### src/rtl/pmc_pkg.sv
// Shared definitions for the PMC readout path: frame FSM states, frame
// constants and the word layout of the packed counter bus.
package pmc_pkg;

    typedef enum logic [2:0] {
        IDLE = 3'd0,
        HDR  = 3'd1,
        LEN  = 3'd2,
        DATA = 3'd3,
        CHK  = 3'd4
    } pmc_state_t;

    localparam logic [7:0]  PMC_HEADER_BYTE = 8'hA5;
    localparam int unsigned PMC_NUM_WORDS   = 26;

    // Word positions of each PMC counter on counters_in
    localparam int unsigned PMC_W_STALL      = 0;
    localparam int unsigned PMC_W_CPI_NUM    = 1;
    localparam int unsigned PMC_W_CPI_DEN    = 2;
    localparam int unsigned PMC_W_CPI        = 3;  // 16-bit value, zero-extended
    localparam int unsigned PMC_W_ARITH      = 4;
    localparam int unsigned PMC_W_MEM_ACCESS = 5;
    localparam int unsigned PMC_W_MEM_READ   = 6;
    localparam int unsigned PMC_W_MEM_WRITE  = 7;
    localparam int unsigned PMC_W_INSN_BASE  = 8;  // first of the per-instruction counts
    localparam int unsigned PMC_W_INSN_COUNT = 18;

endpackage

### src/rtl/pmc_snapshot_reg.sv
// Snapshot bank: holds a frozen copy of all counter words and exposes
// them one byte at a time, byte index 0 = word 0 bits [7:0].
module pmc_snapshot_reg
    import pmc_pkg::*;
#(
    parameter int unsigned NUM_WORDS = PMC_NUM_WORDS,
    parameter int unsigned IDX_W     = $clog2(4 * PMC_NUM_WORDS)
) (
    input  logic                   clk,
    input  logic                   reset,
    input  logic                   load,
    input  logic [NUM_WORDS*32-1:0] din,
    input  logic [IDX_W-1:0]       rd_idx,
    output logic [7:0]             rd_byte
);

    localparam int unsigned NBYTES = 4 * NUM_WORDS;

    logic [NUM_WORDS*32-1:0] snap;

    // Capture the whole counter bus in a single edge
    always_ff @(posedge clk or negedge reset) begin
        if (!reset) begin
            snap <= '0;
        end else if (load) begin
            snap <= din;
        end
    end

    // Byte-select read; indices past the last byte read as zero
    always_comb begin
        rd_byte = 8'h00;
        if (32'(rd_idx) < NBYTES) begin
            rd_byte = snap[{rd_idx, 3'b000} +: 8];
        end
    end

endmodule

### src/rtl/pmc_readout.sv
// PMC readout: snapshots the counter bus on request and streams it as a
// framed byte sequence (header, length, data, XOR checksum) over
// valid/ready. All outputs come straight from flops.
module pmc_readout
    import pmc_pkg::*;
#(
    parameter int unsigned NUM_WORDS   = PMC_NUM_WORDS,
    parameter logic [7:0]  HEADER_BYTE = PMC_HEADER_BYTE
) (
    input  logic                    clk,
    input  logic                    reset,
    input  logic                    snapshot_req,
    input  logic [NUM_WORDS*32-1:0] counters_in,
    input  logic                    tx_ready,
    output logic                    tx_valid,
    output logic [7:0]              tx_data,
    output logic                    busy,
    output logic                    frame_done,
    output logic [15:0]             frame_count
);

    localparam int unsigned     NBYTES   = 4 * NUM_WORDS;
    localparam int unsigned     IDX_W    = $clog2(NBYTES);
    localparam logic [IDX_W-1:0] LAST_IDX = IDX_W'(NBYTES - 1);
    localparam logic [7:0]      LEN_BYTE = 8'(NUM_WORDS);

    pmc_state_t       state, state_nxt;
    logic [IDX_W-1:0] idx, idx_nxt;
    logic [7:0]       chk, chk_nxt;
    logic             tx_valid_nxt;
    logic [7:0]       tx_data_nxt;
    logic             busy_nxt;
    logic             done_nxt;
    logic [15:0]      count_nxt;
    logic             load;
    logic             accept;
    logic [IDX_W-1:0] rd_idx;
    logic [7:0]       rd_byte;

    assign accept = tx_valid && tx_ready;

    // Look one byte ahead so the next data byte is ready when the current one is taken
    assign rd_idx = (state == DATA) ? idx + IDX_W'(1) : '0;

    pmc_snapshot_reg #(
        .NUM_WORDS (NUM_WORDS),
        .IDX_W     (IDX_W)
    ) u_snap (
        .clk     (clk),
        .reset   (reset),
        .load    (load),
        .din     (counters_in),
        .rd_idx  (rd_idx),
        .rd_byte (rd_byte)
    );

    // State and registered outputs; reset abandons any partial frame
    always_ff @(posedge clk or negedge reset) begin
        if (!reset) begin
            state       <= IDLE;
            idx         <= '0;
            chk         <= 8'h00;
            tx_valid    <= 1'b0;
            tx_data     <= 8'h00;
            busy        <= 1'b0;
            frame_done  <= 1'b0;
            frame_count <= 16'h0000;
        end else begin
            state       <= state_nxt;
            idx         <= idx_nxt;
            chk         <= chk_nxt;
            tx_valid    <= tx_valid_nxt;
            tx_data     <= tx_data_nxt;
            busy        <= busy_nxt;
            frame_done  <= done_nxt;
            frame_count <= count_nxt;
        end
    end

    // Next-state, checksum and next output values; everything holds unless a byte is accepted
    always_comb begin
        state_nxt    = state;
        idx_nxt      = idx;
        chk_nxt      = chk;
        tx_valid_nxt = tx_valid;
        tx_data_nxt  = tx_data;
        busy_nxt     = busy;
        done_nxt     = 1'b0;
        count_nxt    = frame_count;
        load         = 1'b0;
        case (state)
            IDLE: begin
                if (snapshot_req) begin
                    load         = 1'b1;
                    state_nxt    = HDR;
                    busy_nxt     = 1'b1;
                    tx_valid_nxt = 1'b1;
                    tx_data_nxt  = HEADER_BYTE;
                end
            end
            HDR: begin
                if (accept) begin
                    state_nxt   = LEN;
                    tx_data_nxt = LEN_BYTE;
                end
            end
            LEN: begin
                if (accept) begin
                    state_nxt   = DATA;
                    idx_nxt     = '0;
                    chk_nxt     = LEN_BYTE;
                    tx_data_nxt = rd_byte;
                end
            end
            DATA: begin
                if (accept) begin
                    chk_nxt = chk ^ tx_data;
                    if (idx == LAST_IDX) begin
                        state_nxt   = CHK;
                        tx_data_nxt = chk ^ tx_data;
                    end else begin
                        idx_nxt     = idx + IDX_W'(1);
                        tx_data_nxt = rd_byte;
                    end
                end
            end
            CHK: begin
                if (accept) begin
                    state_nxt    = IDLE;
                    tx_valid_nxt = 1'b0;
                    tx_data_nxt  = 8'h00;
                    busy_nxt     = 1'b0;
                    done_nxt     = 1'b1;
                    count_nxt    = frame_count + 16'd1;
                end
            end
            default: begin
                state_nxt = IDLE;
            end
        endcase
    end

endmodule
### config.mk
export PLATFORM = sky130hd
export DESIGN_NAME = pmc_readout
export DESIGN_NICKNAME = d
export VERILOG_FILES = /design/src/rtl/pmc_pkg.sv /design/src/rtl/pmc_snapshot_reg.sv /design/src/rtl/pmc_readout.sv
export SDC_FILE = /design/constraint.sdc
export NUM_CORES = 1
export LEC_CHECK = 0
export CAP_MARGIN = 15
export CORE_AREA = 2 2 338 340
export DETAILED_ROUTE_END_ITERATION = 8
export DIE_AREA = 0 0 340 342
export PLACE_DENSITY = 0.61
export SYNTH_ARGS = -nofsm -noshare
export SYNTH_HDL_FRONTEND = slang
export SYNTH_HIERARCHICAL = 1
export SYNTH_SLANG_ARGS = --single-unit
export TNS_END_PERCENT = 20
### constraint.sdc
create_clock -name clk -period 4.4 [get_ports clk]
set_clock_uncertainty 0.05 [all_clocks]
set_input_delay 1.1 -clock clk [delete_from_list [all_inputs] [get_ports clk]]
set_output_delay 1.1 -clock clk [all_outputs]
set_load 0.02 [all_outputs]
Word-level counts from Yosys, hierarchy flattened
Index checks and enable logic that the tools add are counted.
Word-level totals
  bits in registers: 876
  input port bits: 836
  output and inout port bits: 27
  word-level logic and storage cells: 65
Cells by class
  $add $sub $neg: 2
  $lt $le $gt $ge: 1
  eq/ne operators: 12
  shifts and indexed selects: 1
  multiplexer cells: 29
  bitwise operators: 1
  reductions and logical operators: 11
Operator list (count)
  $shiftx A832 B11 Y8: 1
  $mux W8: 8
  $pmux W8 S5: 1
  $mux W7: 4
  $mux W3: 6
  $add A16 B1 Y16 const B: 1
  $pmux W8 S2: 1
  $pmux W3 S5: 1
  $pmux W7 S2: 1
  $ne A2 B2 Y1 const B: 6
  $reduce_and A6 Y1: 2
  $xor A8 B8 Y8: 1
  $add A7 B1 Y7 const B: 1
  $eq A7 B7 Y1 const B: 1
  $lt A7 B7 Y1 const B: 1
  $eq A3 B2 Y1 const B: 2
  $mux W1: 6
  $reduce_and A3 Y1: 2
  $reduce_bool A5 Y1: 1
  $reduce_and A4 Y1: 1
  $reduce_bool A2 Y1: 2
  $eq A3 B1 Y1 const B: 1
  $eq A3 B3 Y1 const B: 1
  $logic_not A3 Y1: 1
  4 further kinds: 4

Depth between registers and ports, before layout
Gate-level depths: netlist (run 1).
  depth in word-level cells: 7
  gate-level depth with buffers: 19
  gate-level depth less buffers: 15

Modules after synthesis
Netlist (run 1), hierarchy kept.
Modules (own cells, without submodules)
  pmc_snapshot_reg: instances 1, cells an instance 2308, area an instance 37596.1 µm², sequential area each 20820.0 µm²
  pmc_readout: instances 1, cells an instance 242, area an instance 2377.3 µm², sequential area each 1101.1 µm²

Worst setup path before layout (run 1)
OpenSTA, ideal clock, no wires.
  kind: flip-flop to flip-flop
  start point: register state[1]
  end point: register tx_data[0]
  library setup time: 0.123 ns
  arrival time: 3.381 ns
  required time: 4.227 ns
  slack: 0.845 ns
  cell stages (with the launch flop): 18
  path buffers: 4
  clock period less this slack: 3.555 ns
  path through: dfrtp_1 > buf_6 > nand3b_1 > clkbuf_1 > nor2_1 > buf_6 > buf_2 > mux4_2 > mux4_2 > nor2_1 > a21oi_1 > a31oi_1 > o21ai_1 > nor2b_1 > o21ai_0 > a311o_1 > o21ai_0 > a21oi_1
Between the ends
  word-level cells in the longest chain between the ends: 7
  elaborated cells between the ends (all ways): 20
  classes of those cells: order compare: 1; eq/ne: 9; shift: 1; mux: 6; reduce/logical: 3
RTL lines
  start: declaration: RTL line pmc_readout.sv:27  | pmc_state_t state, state_nxt;
  start signal: assignment: RTL line pmc_readout.sv:69  | state <= state_nxt;
  $eq A3 B2 Y1 (*): RTL line pmc_readout.sv:43  | assign rd_idx = (state == DATA) ? idx + IDX_W'(1) : '0;
  $mux W7 (*): RTL line pmc_readout.sv:43
  $shiftx A832 B11 Y8 / $lt A7 B7 Y1 (equally long branches): RTL line pmc_snapshot_reg.sv:34, pmc_snapshot_reg.sv:33
  $mux W8 (*): RTL line pmc_snapshot_reg.sv:33  | if (32'(rd_idx) < NBYTES) begin
  via rd_byte[0]: RTL line pmc_readout.sv:38  | logic [7:0] rd_byte;
  $mux W8: RTL line pmc_readout.sv:118  | if (idx == LAST_IDX) begin
  $mux W8: RTL line pmc_readout.sv:116  | if (accept) begin
  $pmux W8 S5 (*): RTL line pmc_readout.sv:91  | case (state)
  end signal: assignment: RTL line pmc_readout.sv:73  | tx_data <= tx_data_nxt;
  end: declaration: RTL line pmc_readout.sv:16  | output logic [7:0] tx_data,
The timed path passes the listed nets; every way through them passes the cells marked *. The select of a mux whose other input is x is not followed.
A chain may end at the register's enable or synchronous reset.

Worst setup path after layout (run 1)
  start point: register idx[0]
  end point: register tx_data[0]
Between the ends
  word-level cells in the longest chain between the ends: 7
  elaborated cells between the ends (all ways): 10
  classes of those cells: add/sub: 1; order compare: 1; eq/ne: 1; shift: 1; mux: 6
RTL lines
  start: declaration: RTL line pmc_readout.sv:28  | logic [IDX_W-1:0] idx, idx_nxt;
  start signal: assignment: RTL line pmc_readout.sv:70  | idx <= idx_nxt;
  $add A7 B1 Y7 (*): RTL line pmc_readout.sv:43
  $mux W7 (*): RTL line pmc_readout.sv:43
  $shiftx A832 B11 Y8 / $lt A7 B7 Y1 (equally long branches): RTL line pmc_snapshot_reg.sv:34, pmc_snapshot_reg.sv:33
  $mux W8 (*): RTL line pmc_snapshot_reg.sv:33
  via rd_byte[0]: RTL line pmc_readout.sv:38
  $mux W8: RTL line pmc_readout.sv:118
  $mux W8: RTL line pmc_readout.sv:116
  $pmux W8 S5 (*): RTL line pmc_readout.sv:91
Marked as above.

==> summary.md, run 1 <==
| Metric | Value |
|---|---|
| Post-synthesis xor/xnor area fraction | `less than 1%` |
| Switching share of power | `roughly 22%` |
| Routed WL | `139200 µm` |
| Hpwl dp | `about 110000 µm` |
| Sink Count | `approximately 880` |
| Adder-cell share of the synthesized area | `less than 1%` |
| Final setup fails | `0` |
| Largest net degree at the start of global routing | `approximately 120` |
| Vias in the first global route | `approximately 28000` |
| Final worst slack | `0.2464 ns` |
| Crit path max fanout | `12` |
| Status | `finished clean` |
| Reg power frac | `44.7%` |
| Top Ports | `~860` |
| Clk pwr share | `approximately 50%` |
| Core area | `~110000 µm²` |
| Post-synth top area share | `between 50% and 60%` |
| Synth area leaders | `dfrtp_1 55%, mux2_2 24%, mux4_2 11%` |
| Final ANT Viol Nets | `0` |
| Initial Utilization | `a little over a third` |
| Total die area | `around 120000 µm²` |
| P_leak | `around 25 nW` |
| Crit path DAT | `4.67 ns` |
| Fillcell total | `slightly below 10000` |
| RSZ-0062 raised after global routing | `false` |
| CTS H-tree lvls | `3` |
| Avg Inst Size Synth | `about 16 µm²` |
| Non-filler cells, final | `between 5000 and 6000` |
| Total global-route track usage | `a little under a quarter` |
| Async SR Flop Fraction | `100.0%` |
| Num CTS Buffers | `101` |
| Slew @ Worst Pin | `between 1 and 1.5 ns` |
| Synth Cell Area | `between 30000 and 40000 µm²` |
| Syn nets | `3388` |
| Worst Setup SP | `idx[0]$_DFFE_PN0P_` |
| Mux contribution to synthesized area | `a little under two fifths` |
| Combinational fraction of design power | `roughly 5.7%` |
| Tot Pwr | `roughly 18 mW` |
| Count leader, synth | `dfrtp_1` |
| Crit path launch type | `flop` |
| GPL Wtd Cong | `about 0.85` |
| Synth warn | `6` |
| Final core utilization | `~48%` |
| Hold_buf cts | `0` |
| Clk slew on worst S/H paths | `0.06 ns` |
| Dpl cells | `4844` |
| Post-synth top cells | `876 x dfrtp_1, 843 x mux2_2, 202 x mux4_2, 106 x clkbuf_1, 88 x mux2i_1` |
| Crit. End Element | `flop` |
| Hold WC Path Type | `input port to async pin` |
| Pwr dens | `330.8 nW/µm²` |
| FP Rows | `124` |
| Distinct cells, synth | `between 60 and 70` |
| Max-cap viol count | `0` |
| Via count | `around 26000` |
| Part of the cycle the worst path needs | `a little over nine tenths` |
| Simple-Gate Fraction of Synth Area | `2.216%` |
| Worst setup path class | `flop to flop` |
| Seq/Total Area, Yosys | `between 50 and 60%` |
| FF-to-FF Start | `idx[0]$_DFFE_PN0P_` |
| Largest area contributor in the netlist | `dfrtp_1` |
| EDFF count, synth | `0` |
| Pint | `14.14 mW` |
| Die X-Extent | `between 300 and 400 µm` |
| Net switching power | `3.879 mW` |
| Peak VDD IR | `between 200 and 300 µV` |
| Nets | `4274` |
| Synthesized flop and latch total | `876` |
| Post-synth top flop | `dfrtp_1` |
| CTS max path bufs | `3` |
| Pre-CTS setup slack | `-0.1054 ns` |
| Antenna violations before repair | `between 50 and 60` |
| First-pass GRT wire length | `approximately 200000 µm` |
| Slew HR | `roughly a quarter` |
| Post-synthesis cell count | `roughly 2600` |
| Clk Latency, worst-skew pair | `between 0.6 and 0.7 ns` |
| CTS Root Cell | `clkbuf_16` |
| CTS tree | `built` |
| Fmax | `between 0.2 and 0.25 GHz` |
| Fraction of layout cells with a size suffix above 1 | `a little under two fifths` |
| Grt ovf | `0` |
| Vias per cell | `just over 5` |
| Initial DRC count | `between 1500 and 2000` |
| Port bufs | `around 860` |
| Final Max Tran Viols | `0` |
| Fin crit period | `4.154 ns` |
| Synth Area in Compound Gates | `under 10%` |
| Largest family of logic cells by synthesized area | `multiplexers` |
| Layout area overhead | `36.28%` |
| WL per Instance | `approximately 27 µm` |
| WP data required | `between 4 and 5 ns` |
| Die H | `around 340 µm` |
| # DRC | `0` |
| Final setup TNS | `0 ns` |
| Number of iterations in the first detailed-routing pass | `5` |
| Fin. Hold Viols | `0` |
repair_timing:
| action | CTS | global route |
|---|---|---|
| endpoints found under the setup margin | 2 | 2 |
| gates cloned | 0 | 1 |
| resized for setup | 2 | 2 |
| buffers inserted | 0 | 0 |
stage by stage:
stage / instance area [µm²] / hold WS [ns]
finish: 54470 / 0.3504
global route: 54460 / 0.3629
CTS: 54360 / 0.3311
detailed placement: 50800 / 0.4168
global placement: 50800 / 0.4126
floorplan: 39970 / 0.4147
layout by cell type (no fill, tap or decap), drive strengths merged, types with 9 or more instances in the layout:
| master | count |
|---|---|
| dfrtp | 876 |
| nor2 | 50 |
| a2111oi | 9 |
| xor2 | 9 |
| o21ai | 30 |
| clkinv | 18 |
| clkdlybuf4s50 | 861 |
| clkbuf | 143 |
| buf | 98 |
| nand2 | 51 |
| nand4 | 9 |
| nand3 | 24 |
| diode | 40 |
| xnor2 | 10 |
| mux4 | 202 |
| mux2i | 88 |
| a211oi | 9 |
| bufinv | 13 |
| a21oi | 28 |
| a22oi | 17 |
| nor2b | 18 |
| mux2 | 850 |
| inv | 17 |
worst max-delay path: stages (launching register included):
cell       delay, ns
dfrtp_1         0.43
ha_1            0.40
and2_4          0.44
mux4_2          0.55
nor2b_1         0.15
a2111oi_2       0.49
buf_4           0.19
a2111oi_1       0.11
a31oi_1         0.24
o21ai_1         0.13
nor2b_1         0.12
o21ai_0         0.10
a311o_1         0.36
o21ai_0         0.16
a21oi_1         0.10
cells by family after synthesis:
| kind of cell | count (synthesis) |
|---|---|
| muxes | 1140 |
| AOI/OAI and AO/OA | 147 |
| adders and majority gates | 2 |
| DFF | 876 |
| and+or+nand+nor | 179 |
| xor gates and xnor gates | 19 |
| buffers and inverters | 187 |
layout make-up:
type                    count  area (µm²)  share of cell area (%)
diodes                     40       100.1                  0.1837
clock buffers             143        2925                   5.370
clock inverters            42       626.9                   1.151
flip-flops and latches    876       21920                   40.24
repair buffers            959        9787                   17.97
inverters                  10       37.54                 0.06891
well taps                1512        1892                   3.473
multi-input cells        1488       17190                   31.55
worst paths after layout:
path                                                 to  cells after the start  slack, ns
hold / removal             u_snap/snap[637]$_DFFE_PN0P_                      1       0.35
min in group clk            frame_count[15]$_DFFE_PN0P_                      1       0.41
setup / recovery                 tx_data[0]$_DFFE_PN0P_                     14       0.25
setup reg to reg                 tx_data[0]$_DFFE_PN0P_                     14       0.25
max in group asynchronous  u_snap/snap[310]$_DFFE_PN0P_                      3       2.80
hold reg to reg             frame_count[15]$_DFFE_PN0P_                      1       0.41
power by group through the flow:
stage / Clock (mW) / Combinational, mW / Sequential, mW
after detailed placement: 0 / 1.04 / 8.20
final: 8.94 / 1.02 / 8.06
after CTS: 9.16 / 1.04 / 8.06
after global placement: 0 / 1.04 / 8.20
after floorplan: 0 / 0.00762 / 8.21
after global routing: 9.50 / 1.09 / 8.05
sequential cells by signal, indices dropped and copies added (netlist names):
register / count
u_snap/snap: 832
frame_count: 16
chk: 8
tx_data: 8
idx: 7
state: 3
busy: 1
frame_done: 1
routing by layer:
layer / wire length, µm / track usage [%]
met1: 54650 / 28.68
met2: 72050 / 40.94
met3: 7894 / 5.476
met4: 4415 / 8.711
met5: 144 / 0
Note: power is estimated with default switching activity, not from simulation.
==> inputs of run 2 (changes only) <==
--- a/config.mk
+++ b/config.mk
@@ -6,10 +6,10 @@
 export NUM_CORES = 1
 export LEC_CHECK = 0
 export CAP_MARGIN = 15
-export CORE_AREA = 2 2 338 340
+export CORE_AREA = 2 2 333 335
 export DETAILED_ROUTE_END_ITERATION = 8
-export DIE_AREA = 0 0 340 342
-export PLACE_DENSITY = 0.61
+export DIE_AREA = 0 0 335 337
+export PLACE_DENSITY = 0.63
 export SYNTH_ARGS = -nofsm -noshare
 export SYNTH_HDL_FRONTEND = slang
 export SYNTH_HIERARCHICAL = 1
==> run 2 against run 1 <==
Against the previous run:
- sequential share of layout area is 0.23 points higher
- count of clock-buffer cells in the layout is 3 lower
- via count is 0.24% higher
- global-route usage is 0.34 points higher
- critical path type unchanged
==> summary.md, run 2 (same netlist as run 1, synthesis figures left out) <==
| Metric | Value |
|---|---|
| Status | `finished clean` |
| Max reg flops | `832 (unchanged)` |
| Peak VDD IR | `247.2 µV (-15%)` |
| Max-cap viol count | `0 (unchanged)` |
| Crit path max fanout | `19 (+7)` |
| Fmax | `0.2445 GHz (+1.6%)` |
| Vias in the first global route | `27704 (-1.3%)` |
| Clk pwr share | `48.1% (-1.5 points)` |
| Final setup TNS | `0 ns (unchanged)` |
| Regs by FF count | `u_snap/snap (832), frame_count (16)` |
| Hold WC Path Type | `input port to async pin` |
| Slew HR | `33.00% (+8.5 points)` |
| Initial DRC count | `1510 (-0.59%)` |
| Leading cell types in the layout, fill and taps excluded | `876 x dfrtp_1, 861 x clkdlybuf4s50_1, 843 x mux2_2` |
| Final ANT Viol Nets | `0 (unchanged)` |
| Initial Utilization | `36.47% (+1.1 points)` |
| Pint | `13.72 mW (-3.0%)` |
| Fin. Hold Viols | `0 (unchanged)` |
| Hold_buf cts | `0 (unchanged)` |
| Net switching power | `3.761 mW (-3.1%)` |
| Final Max Tran Viols | `0 (unchanged)` |
| Vias per cell | `5.241 (+1.8%)` |
| Fin crit period | `4.089 ns (-0.06426 ns)` |
| Antenna violations before repair | `64 (+21%)` |
| Num CTS Buffers | `97 (-4.0%)` |
| Pwr dens | `322.7 nW/µm² (-2.5%)` |
| CTS H-tree lvls | `3 (unchanged)` |
| Most common library cell in the layout ignoring fill and taps | `dfrtp_1` |
| Dpl cells | `4766 (-1.6%)` |
| Switching share of power | `21.52% (about the same)` |
| Total die area | `112900 µm² (-2.9%)` |
| Slew @ Worst Pin | `1.001 ns (-0.1288 ns)` |
| Worst R2R End | `tx_data[4]$_DFFE_PN0P_` |
| Crit path launch type | `flop` |
| GPL Wtd Cong | `0.8521 (about the same)` |
| Die H | `337 µm (-1.5%)` |
| Clk slew on worst S/H paths | `0.06 ns (about the same)` |
| Tot Pwr | `17.48 mW (-3.0%)` |
| First-pass GRT wire length | `194400 µm (-2.2%)` |
| Crit path DAT | `4.60 ns (-0.07 ns)` |
| Total global-route track usage | `23.97% (+0.34 points)` |
| Biggest register | `u_snap/snap` |
| WL per Instance | `27.66 µm (+0.77%)` |
| Top Ports | `863 (unchanged)` |
| Die X-Extent | `335 µm (-1.5%)` |
| Core area | `109600 µm² (-3.1%)` |
| Crit. End Element | `flop` |
| Final setup fails | `0 (unchanged)` |
| Port bufs | `862 (unchanged)` |
| Hpwl dp | `105600 µm (-1.6%)` |
| Nets | `4280 (+0.14%)` |
| Sink Count | `876 (unchanged)` |
| Via count | `26152 (+0.24%)` |
| Combinational fraction of design power | `5.8% (about the same)` |
| Layout area overhead | `35.50%` |
| Fraction of layout cells with a size suffix above 1 | `38.00% (-0.089 points)` |
| Clk Latency, worst-skew pair | `0.67 ns (-0.02 ns)` |
| P_leak | `24.51 nW (-0.27%)` |
| Part of the cycle the worst path needs | `92.94% (-1.5 points)` |
| Non-filler cells, final | `4990 (-1.6%)` |
| # DRC | `0 (unchanged)` |
| CTS tree | `built` |
| Routed WL | `138000 µm (-0.82%)` |
| WP data required | `4.91 ns (about the same)` |
| Final core utilization | `49.42% (+1.3 points)` |
| CTS max path bufs | `3 (unchanged)` |
| Grt ovf | `0 (unchanged)` |
| Reg2Reg Depth | `13 (-1)` |
| CTS Root Cell | `clkbuf_16` |
| R2R setup slack | `0.31 ns (+0.06 ns)` |
| Worst setup path class | `flop to flop` |
| FF-to-FF Start | `state[1]$_DFFE_PN0P_` |
| Largest net degree at the start of global routing | `108 (-13%)` |
| Number of iterations in the first detailed-routing pass | `5 (unchanged)` |
| FP Rows | `122 (-1.6%)` |
| Reg power frac | `46.1% (+1.4 points)` |
| RSZ-0062 raised after global routing | `false` |
[run 2: worst max path at each step]
stage,startpoint,depth (start not counted),endpoint,slack [ns]
2_1_floorplan,state[1]$_DFFE_PN0P_,17,tx_data[0]$_DFFE_PN0P_,0.85
3_5_place_dp,state[2]$_DFFE_PN0P_,14,tx_data[0]$_DFFE_PN0P_,0.11
3_3_place_gp,state[2]$_DFFE_PN0P_,14,tx_data[0]$_DFFE_PN0P_,0.17
5_1_grt,state[2]$_DFFE_PN0P_,16,tx_data[0]$_DFFE_PN0P_,0.03
6_report,state[1]$_DFFE_PN0P_,13,tx_data[4]$_DFFE_PN0P_,0.31
4_1_cts,state[2]$_DFFE_PN0P_,14,tx_data[0]$_DFFE_PN0P_,0.11
[run 2: power groups by stage]
stage                     Clock, mW  Sequential [mW]  Combinational, mW
after floorplan                   0             8.21            0.00762
after global placement            0             8.20               1.03
after detailed placement          0             8.20               1.02
after CTS                      8.63             8.06               1.03
after global routing           8.98             8.05               1.08
final                          8.41             8.06               1.01
[run 2: worst max-delay path, cell delays in order (launching register included)]
cell and delay, ns:
dfrtp_1 0.36, buf_4 0.23, and3b_1 0.22, and2_4 0.23, buf_12 0.18, buf_4 0.27
mux4_2 0.53, mux2_2 0.34, a311oi_1 0.73, a41oi_1 0.14, o311a_1 0.21, nand2_1 0.09
a221oi_1 0.08, a211o_1 0.29
[run 2: what timing repair did]
action | in CTS | in global routing
endpoints found under the setup margin | 0 | 4
gates resized for setup | 0 | 0
setup buffers | 0 | 3
[run 2: stage by stage]
step	hold slack (ns)	worst slack, ns	cell area [µm²]
2_1_floorplan	0.4147	0.8453	39970
4_1_cts	0.3613	0.1122	54020
6_report	0.3472	0.3106	54170
3_3_place_gp	0.4094	0.1734	50740
5_1_grt	0.3505	0.03214	54150
3_5_place_dp	0.4144	0.1050	50740
[run 2: final cells by class]
class | count | area, µm²
antenna | 43 | 107.6
clock buffer | 140 | 2819
clock inverter | 38 | 467.9
fill | 9549 | 55430
inverter | 10 | 38.79
multi-input combinational | 1487 | 17170
sequential | 876 | 21920
tap | 1426 | 1784
timing repair buffer | 970 | 9857
[run 2: layer usage]
metal	GRT usage [%]	part of all wire (%)	up-vias
li1	-	-	11429
met1	29.18	40	13603
met5	0	0.20	-
met4	9.293	3.5	42
met3	6.591	6.6	237
met2	40.46	50	841
